[config.mk]
export PLATFORM = sky130hd
export DESIGN_NAME = scan_chain_sequencer
export DESIGN_NICKNAME = d
export VERILOG_FILES = /design/src/rtl/scan_pkg.sv /design/src/rtl/sync2_edge.sv /design/src/rtl/scan_chain_sequencer.sv
export SDC_FILE = /design/constraint.sdc
export NUM_CORES = 1
export LEC_CHECK = 0
export ABC_AREA = 1
export BUFFER_PORTS_ARGS = -buffer_cell sky130_fd_sc_hd__buf_2
export CORE_MARGIN = 5
export CORE_UTILIZATION = 40
export CTS_BUF_LIST = sky130_fd_sc_hd__clkbuf_4
export DETAILED_ROUTE_END_ITERATION = 12
export SYNTH_ARGS = -nofsm -noshare
export SYNTH_HDL_FRONTEND = slang
export SYNTH_SLANG_ARGS = --single-unit
export TNS_END_PERCENT = 50
[constraint.sdc]
create_clock -name clki -period 2.2 [get_ports clki]
set_clock_uncertainty 0.2 [all_clocks]
set_input_delay 0.11 -clock clki [delete_from_list [all_inputs] [get_ports clki]]
set_output_delay 0.11 -clock clki [all_outputs]
set_load 0.02 [all_outputs]
[src/rtl/scan_pkg.sv]
// Shared constants, state encoding and word-slice helper for the scan chain sequencer.
package scan_pkg;

  localparam int DATA_LENG = 100;
  localparam int WORD_W    = 16;
  localparam int N_WORDS   = 7;
  localparam int TAIL_W    = DATA_LENG - (N_WORDS - 1) * WORD_W;

  localparam logic [2:0] LAST_WORD = 3'(N_WORDS - 1);

  typedef enum logic [2:0] {
    LOAD    = 3'd0,
    STOP    = 3'd1,
    ARM     = 3'd2,
    RUN     = 3'd3,
    CAPTURE = 3'd4,
    UNLOAD  = 3'd5
  } state_t;

  // The last word only carries the TAIL_W leftover bits, zero-extended.
  function automatic logic [WORD_W-1:0] word_slice(input logic [DATA_LENG-1:0] vec,
                                                   input logic [2:0] k);
    logic [WORD_W-1:0] w;
    w = '0;
    if (k < LAST_WORD) w = vec[{k, 4'b0000} +: WORD_W];
    else               w = {{(WORD_W - TAIL_W){1'b0}}, vec[DATA_LENG-1 -: TAIL_W]};
    return w;
  endfunction

endpackage

[src/rtl/sync2_edge.sv]
// Two-flop synchronizer for a slow cross-domain flag, plus a one-cycle rising-edge pulse.
module sync2_edge (
  input  logic clki,
  input  logic rst,
  input  logic din,
  output logic rise
);

  logic s1;
  logic s2;
  logic s2_d;

  always_ff @(posedge clki) begin
    if (rst) begin
      s1   <= 1'b0;
      s2   <= 1'b0;
      s2_d <= 1'b0;
    end else begin
      s1   <= din;
      s2   <= s1;
      s2_d <= s2;
    end
  end

  assign rise = s2 & ~s2_d;

endmodule

[src/rtl/scan_chain_sequencer.sv]
// Packs host words into a scan vector, sequences the driver enables, and unpacks the result.
module scan_chain_sequencer
  import scan_pkg::*;
#(
  parameter int ENB_HOLD = 10000000,
  parameter int HOLD_W   = 26
) (
  input  logic                 clki,
  input  logic                 rst,
  input  logic [WORD_W-1:0]    in_word,
  input  logic                 in_valid,
  output logic                 in_ready,
  output logic [DATA_LENG-1:0] SC_vec,
  output logic                 SC_clk_enb,
  output logic                 SC_data_enb,
  input  logic                 SC_done,
  input  logic [DATA_LENG-1:0] SC_out,
  output logic [WORD_W-1:0]    out_word,
  output logic                 out_valid,
  input  logic                 out_ready,
  output logic                 busy
);

  state_t               state, state_n;
  logic [2:0]           idx, idx_n;
  logic [HOLD_W-1:0]    hold_cnt, hold_n;
  logic [DATA_LENG-1:0] result, result_n;
  logic [DATA_LENG-1:0] vec_n;
  logic [WORD_W-1:0]    out_word_n;
  logic                 in_ready_n, clk_enb_n, data_enb_n, out_valid_n, busy_n;
  logic                 done_rise;

  sync2_edge u_done_sync (
    .clki (clki),
    .rst  (rst),
    .din  (SC_done),
    .rise (done_rise)
  );

  always_ff @(posedge clki) begin
    if (rst) begin
      state       <= LOAD;
      idx         <= '0;
      hold_cnt    <= '0;
      result      <= '0;
      SC_vec      <= '0;
      in_ready    <= 1'b0;
      SC_clk_enb  <= 1'b1;
      SC_data_enb <= 1'b1;
      out_word    <= '0;
      out_valid   <= 1'b0;
      busy        <= 1'b0;
    end else begin
      state       <= state_n;
      idx         <= idx_n;
      hold_cnt    <= hold_n;
      result      <= result_n;
      SC_vec      <= vec_n;
      in_ready    <= in_ready_n;
      SC_clk_enb  <= clk_enb_n;
      SC_data_enb <= data_enb_n;
      out_word    <= out_word_n;
      out_valid   <= out_valid_n;
      busy        <= busy_n;
    end
  end

  // Every output is registered, so each branch sets the values seen in the following state.
  always_comb begin
    state_n     = state;
    idx_n       = idx;
    hold_n      = hold_cnt;
    result_n    = result;
    vec_n       = SC_vec;
    in_ready_n  = in_ready;
    clk_enb_n   = SC_clk_enb;
    data_enb_n  = SC_data_enb;
    out_word_n  = out_word;
    out_valid_n = out_valid;
    busy_n      = busy;

    case (state)
      LOAD: begin
        in_ready_n = 1'b1;
        clk_enb_n  = 1'b1;
        data_enb_n = 1'b1;
        busy_n     = 1'b0;
        if (in_valid && in_ready) begin
          if (idx == LAST_WORD) begin
            vec_n[DATA_LENG-1 -: TAIL_W] = in_word[TAIL_W-1:0];
            idx_n      = '0;
            in_ready_n = 1'b0;
            busy_n     = 1'b1;
            state_n    = STOP;
          end else begin
            vec_n[{idx, 4'b0000} +: WORD_W] = in_word;
            idx_n = idx + 3'd1;
          end
        end
      end

      STOP: begin
        clk_enb_n = 1'b0;
        hold_n    = '0;
        state_n   = ARM;
      end

      // Hold data_enb high long enough for at least one scan-clock negedge to clear the driver.
      ARM: begin
        if (hold_cnt == HOLD_W'(ENB_HOLD - 1)) begin
          hold_n     = '0;
          data_enb_n = 1'b0;
          state_n    = RUN;
        end else begin
          hold_n = hold_cnt + 1'b1;
        end
      end

      RUN: begin
        if (done_rise) state_n = CAPTURE;
      end

      CAPTURE: begin
        result_n    = SC_out;
        out_word_n  = word_slice(SC_out, 3'd0);
        out_valid_n = 1'b1;
        idx_n       = '0;
        state_n     = UNLOAD;
      end

      UNLOAD: begin
        if (out_valid && out_ready) begin
          if (idx == LAST_WORD) begin
            out_valid_n = 1'b0;
            out_word_n  = '0;
            clk_enb_n   = 1'b1;
            data_enb_n  = 1'b1;
            busy_n      = 1'b0;
            in_ready_n  = 1'b1;
            idx_n       = '0;
            state_n     = LOAD;
          end else begin
            idx_n      = idx + 3'd1;
            out_word_n = word_slice(result, idx + 3'd1);
          end
        end
      end

      default: state_n = LOAD;
    endcase
  end

endmodule

==> run summary <==
The synthesized area per cell is a little over 7 µm². The power density over the cells is around 800 nW/µm². The mapped cell area is approximately 11,000 µm². The count of buffers added on input and output ports is around 240. The share of total power dissipated in combinational logic is around 25%. The core box area is about 27,000 µm². The synthesized design spends more area on one cell type than any other, namely dfxtp_1. CTS placed an instance of clkbuf_4 at the clock tree root. The share of the clock period used by the worst path after layout came out at 96.9%. The commonest cells after synthesis are 258 x o21ai_0, 256 x dfxtp_1, 252 x nor2_1. The share of the synthesized area in the top cell type came out at between 40% and 50%. The die boundary height came out at 175 µm. The count of nets left with antenna violations once routing finished came out at 0. STA classifies the critical path endpoint as a register. The worst ir drop on vdd came out at 0.382 mV. In this run the worst hold path is classified as input port to register.

TritonCTS built the clock tree. The number of flops mapped to enable cells by yosys is 0. The highest fanout seen on the critical path is 59. The number of levels in the clock H-tree is 3. The source-to-sink clock delay at the later pin of the worst-skew pair came out at ~0.7 ns. The fraction of synthesis flops using an asynchronous set or reset pin came out at 0%. The distinct cell type count after synthesis came out at 37. Global routing used 24.1% of the available tracks across all layers.

Once the floorplan was initialized, standard cells occupied just over 40% of the core. The clock edge transition at the registers on the reported setup and hold paths came out at around 0.07 ns. The floorplan step defined a die boundary enclosing approximately 30,000 µm².

Headroom to the max-slew limit came out at between 60% and 70%. The kind of start point of the critical path is a register. The maximum clock frequency came out at between 400 and 500 MHz. The final weighted congestion in routability-driven placement came out at a little over 0.9. Compared with the post-synthesis result, the final layout area differs by 43.3%. The net count of the finished layout is between 2,000 and 2,500. The first global-routing pass estimated between 60,000 and 70,000 µm of wire. The relative contribution of the clock network to total power came out at between 30% and 40%. In the synthesized netlist the dominant register cell turns out to be dfxtp_1. The number of DRC violations after detailed-routing iteration 0 is about 830. The proportion of synthesized chip area in sequential cells is 47.1%. The per-cell via count in the routed design is approximately 5.0. The clock drives about 260 sinks. The flip-flop and latch count after synthesis is between 200 and 300.

The data required time at the worst endpoint is 2.57 ns. The final standard cell area without fillers came out at 15,600 µm². The initial antenna violation count is 2. The post-route setup TNS came out at 0 ns. The number of max-cap violations came out at 0.

The worst path arrival time is around 2.5 ns. The sequential share of power came out at just over 40%. The most common cell in the netlist is o21ai_0. The analysis attributes to net switching a power of 4110 µW. The critical path goes through nand2_4 > buf_16 > o21ai_0 > dlygate4sd3_1 > nor2_1. At the pin with the least slew margin, the transition time is 0.531 ns.

The largest net degree at the start of global routing came out at 118. Among cell families on the critical path, the largest total delay comes from buffers and inverters. In this run switching power makes up 33.2% of total power. The estimated wirelength of the detail-placed design is about 24,000 µm. The cell row count came out at 60. The worst-case setup margin in the final layout is 0.0690 ns. Counting both buffers and inverters, the worst setup path holds a total of 2. The longest clock path from root to sink contains 3 buffers.

The number of CTS-inserted buffers is 71. The DRC violations left is 0. The number of max-slew violations in the final report is 0. In the final routed layout, each cell accounts on average for 16.1 µm.

The internal power came out at between 8000 and 9000 µW. The number of warnings reported in the yosys synthesis log is 0. Setup violations remaining at the end of the flow were counted as 0. The proportion of layout cells with a drive suffix above 1 came out at between 20% and 30%. The gate count of the mapped netlist came out at approximately 1,500. The kind of critical path is register to register. The number of detailed-routing iterations run before antenna repair is 5. The hold violation count in the final report came out at 0.

The detailed router placed 12,000 vias in this run. The total congestion overflow after global routing is 0. Setup repair after global routing left no endpoint under its margin.

Counting I/O delays and the setup requirement, the final critical path takes between 2 and 2.5 ns. The flow ran to the end, and the final reports show no timing, DRC or antenna violations. The net count after synthesis came out at roughly 1,600. The standard cell with the maximum stage delay on the critical path is dlygate4sd3_1. In the post-synthesis netlist, the biggest area contributors are dfxtp_1 47%, o21ai_0 12%, nor2_1 8.7%.

Summing all placed instances gives a cell area of 12,500 µm². The total leakage power came out at 0.00684 µW. The number of global-route vias before repair is around 12,000. The delay of the slowest critical-path stage is roughly 0.62 ns. The setup slack after placement came out at 0.0990 ns. The top-level I/O count came out at around 240. The wire length reported by the detailed router came out at ~38,000 µm. The floorplan step set the die width to 175 µm.
==> flip-flops by register name (all words and copies together), names as in the netlist <==
register	flops
busy	1
hold_cnt	26
idx	3
state	3
out_word	16
SC_data_enb	1
SC_clk_enb	1
in_ready	1
SC_vec	100
u_done_sync.s1	1
out_valid	1
u_done_sync.s2_d	1
u_done_sync.s2	1
result	100
==> layout make-up <==
| cell class | instances | area (µm²) |
|---|---|---|
| Antenna cell | 2 | 5.00 |
| Clock buffer | 105 | 788 |
| Clock inverter | 14 | 81.3 |
| Fill cell | 2520 | 11300 |
| Inverter | 136 | 518 |
| Multi-Input combinational cell | 1032 | 4860 |
| Sequential cell | 256 | 5130 |
| Tap cell | 341 | 427 |
| Timing Repair Buffer | 493 | 3800 |
==> through the flow <==
stage / util (%) / total power [µW] / std cells / hold WS [ns]
after floorplan: - / 6890 / 1520 / 0.0170
after global placement: 46.6 / 7850 / 2042 / 0.113
after detailed placement: 46.6 / 7870 / 2042 / 0.126
after CTS: 57.9 / 12400 / 2376 / 0.00722
after global routing: 58.0 / 13100 / 2379 / 0.0596
final: 58.0 / 12400 / 2379 / 0.0947
==> worst reg2reg max path, cell delays in order, from the launching register on <==
cell and delay [ns]:
dfxtp_1 0.52, nand2_4 0.15, buf_16 0.21, o21ai_0 0.28, dlygate4sd3_1 0.62, nor2_1 0.05
==> layout by cell type (no fill, tap or decap), types with 3 or more instances in the layout <==
master	instances
dfxtp_1	255
nor2_1	250
o21ai_0	244
buf_2	241
nand2_1	215
dlygate4sd3_1	215
a21oi_1	172
inv_1	130
clkbuf_4	105
nand3_1	47
buf_4	25
o21ai_1	21
o211ai_1	13
or2_2	10
buf_12	10
o22ai_1	9
nor3_1	7
clkinv_1	7
nand4_1	6
xor2_1	6
inv_2	4
inv_4	3
nand2_4	3
nor2_4	3
nor2_2	3
nor3_4	3
nand3b_1	3
inv_6	3
==> power by group through the flow <==
stage / clock (µW) / combinational (µW) / sequential, µW
6_report: 4230 / 3130 / 5010
3_3_place_gp: 0 / 2750 / 5100
3_5_place_dp: 0 / 2760 / 5110
2_1_floorplan: 0 / 1680 / 5210
5_1_grt: 4630 / 3420 / 5030
4_1_cts: 4360 / 3070 / 5010
==> cells by family (layout without fill, tap and decap cells) <==
group | count (synthesis) | count (layout) | synth area share [%]
buffers and inverters | 232 | 748 | 8.75
other | 0 | 2 | 0
DFF | 256 | 256 | 47.1
adders and majority gates | 5 | 5 | 0.575
xor gates and xnor gates | 9 | 9 | 0.724
AOI/OAI and AO/OA | 464 | 464 | 21.9
and+or+nand+nor | 554 | 554 | 21.0
==> routing by layer <==
| metal | GRT usage (%) | up-vias | wire length, µm |
|---|---|---|---|
| li1 | - | 5940 | - |
| met1 | 30.5 | 5456 | 16500 |
| met2 | 40.0 | 469 | 18000 |
| met3 | 4.52 | 97 | 2390 |
| met4 | 11.1 | 0 | 1510 |
| met5 | 0 | - | 0 |
==> path summary, 6_finish.rpt <==
check	slack [ns]	cells past startpoint	start	end
min	0.09	4	SC_out[12]	out_word[12]$_SDFFE_PP0P_
max	0.07	5	state[2]$_SDFFE_PP0P_	result[33]$_SDFFE_PP0P_
max reg2reg	0.07	5	state[2]$_SDFFE_PP0P_	result[33]$_SDFFE_PP0P_
min reg2reg	0.20	2	u_done_sync.s1$_SDFF_PP0_	u_done_sync.s2$_SDFF_PP0_
==> repair_timing <==
item                       4_1_cts  5_1_grt
hold endpoints to repair       251        0
setup buffers                    0        0
setup endpoints to repair        0       80
hold buffers                   215        0
gates resized for setup          0        4
Note: power is estimated with default switching activity, not from simulation.
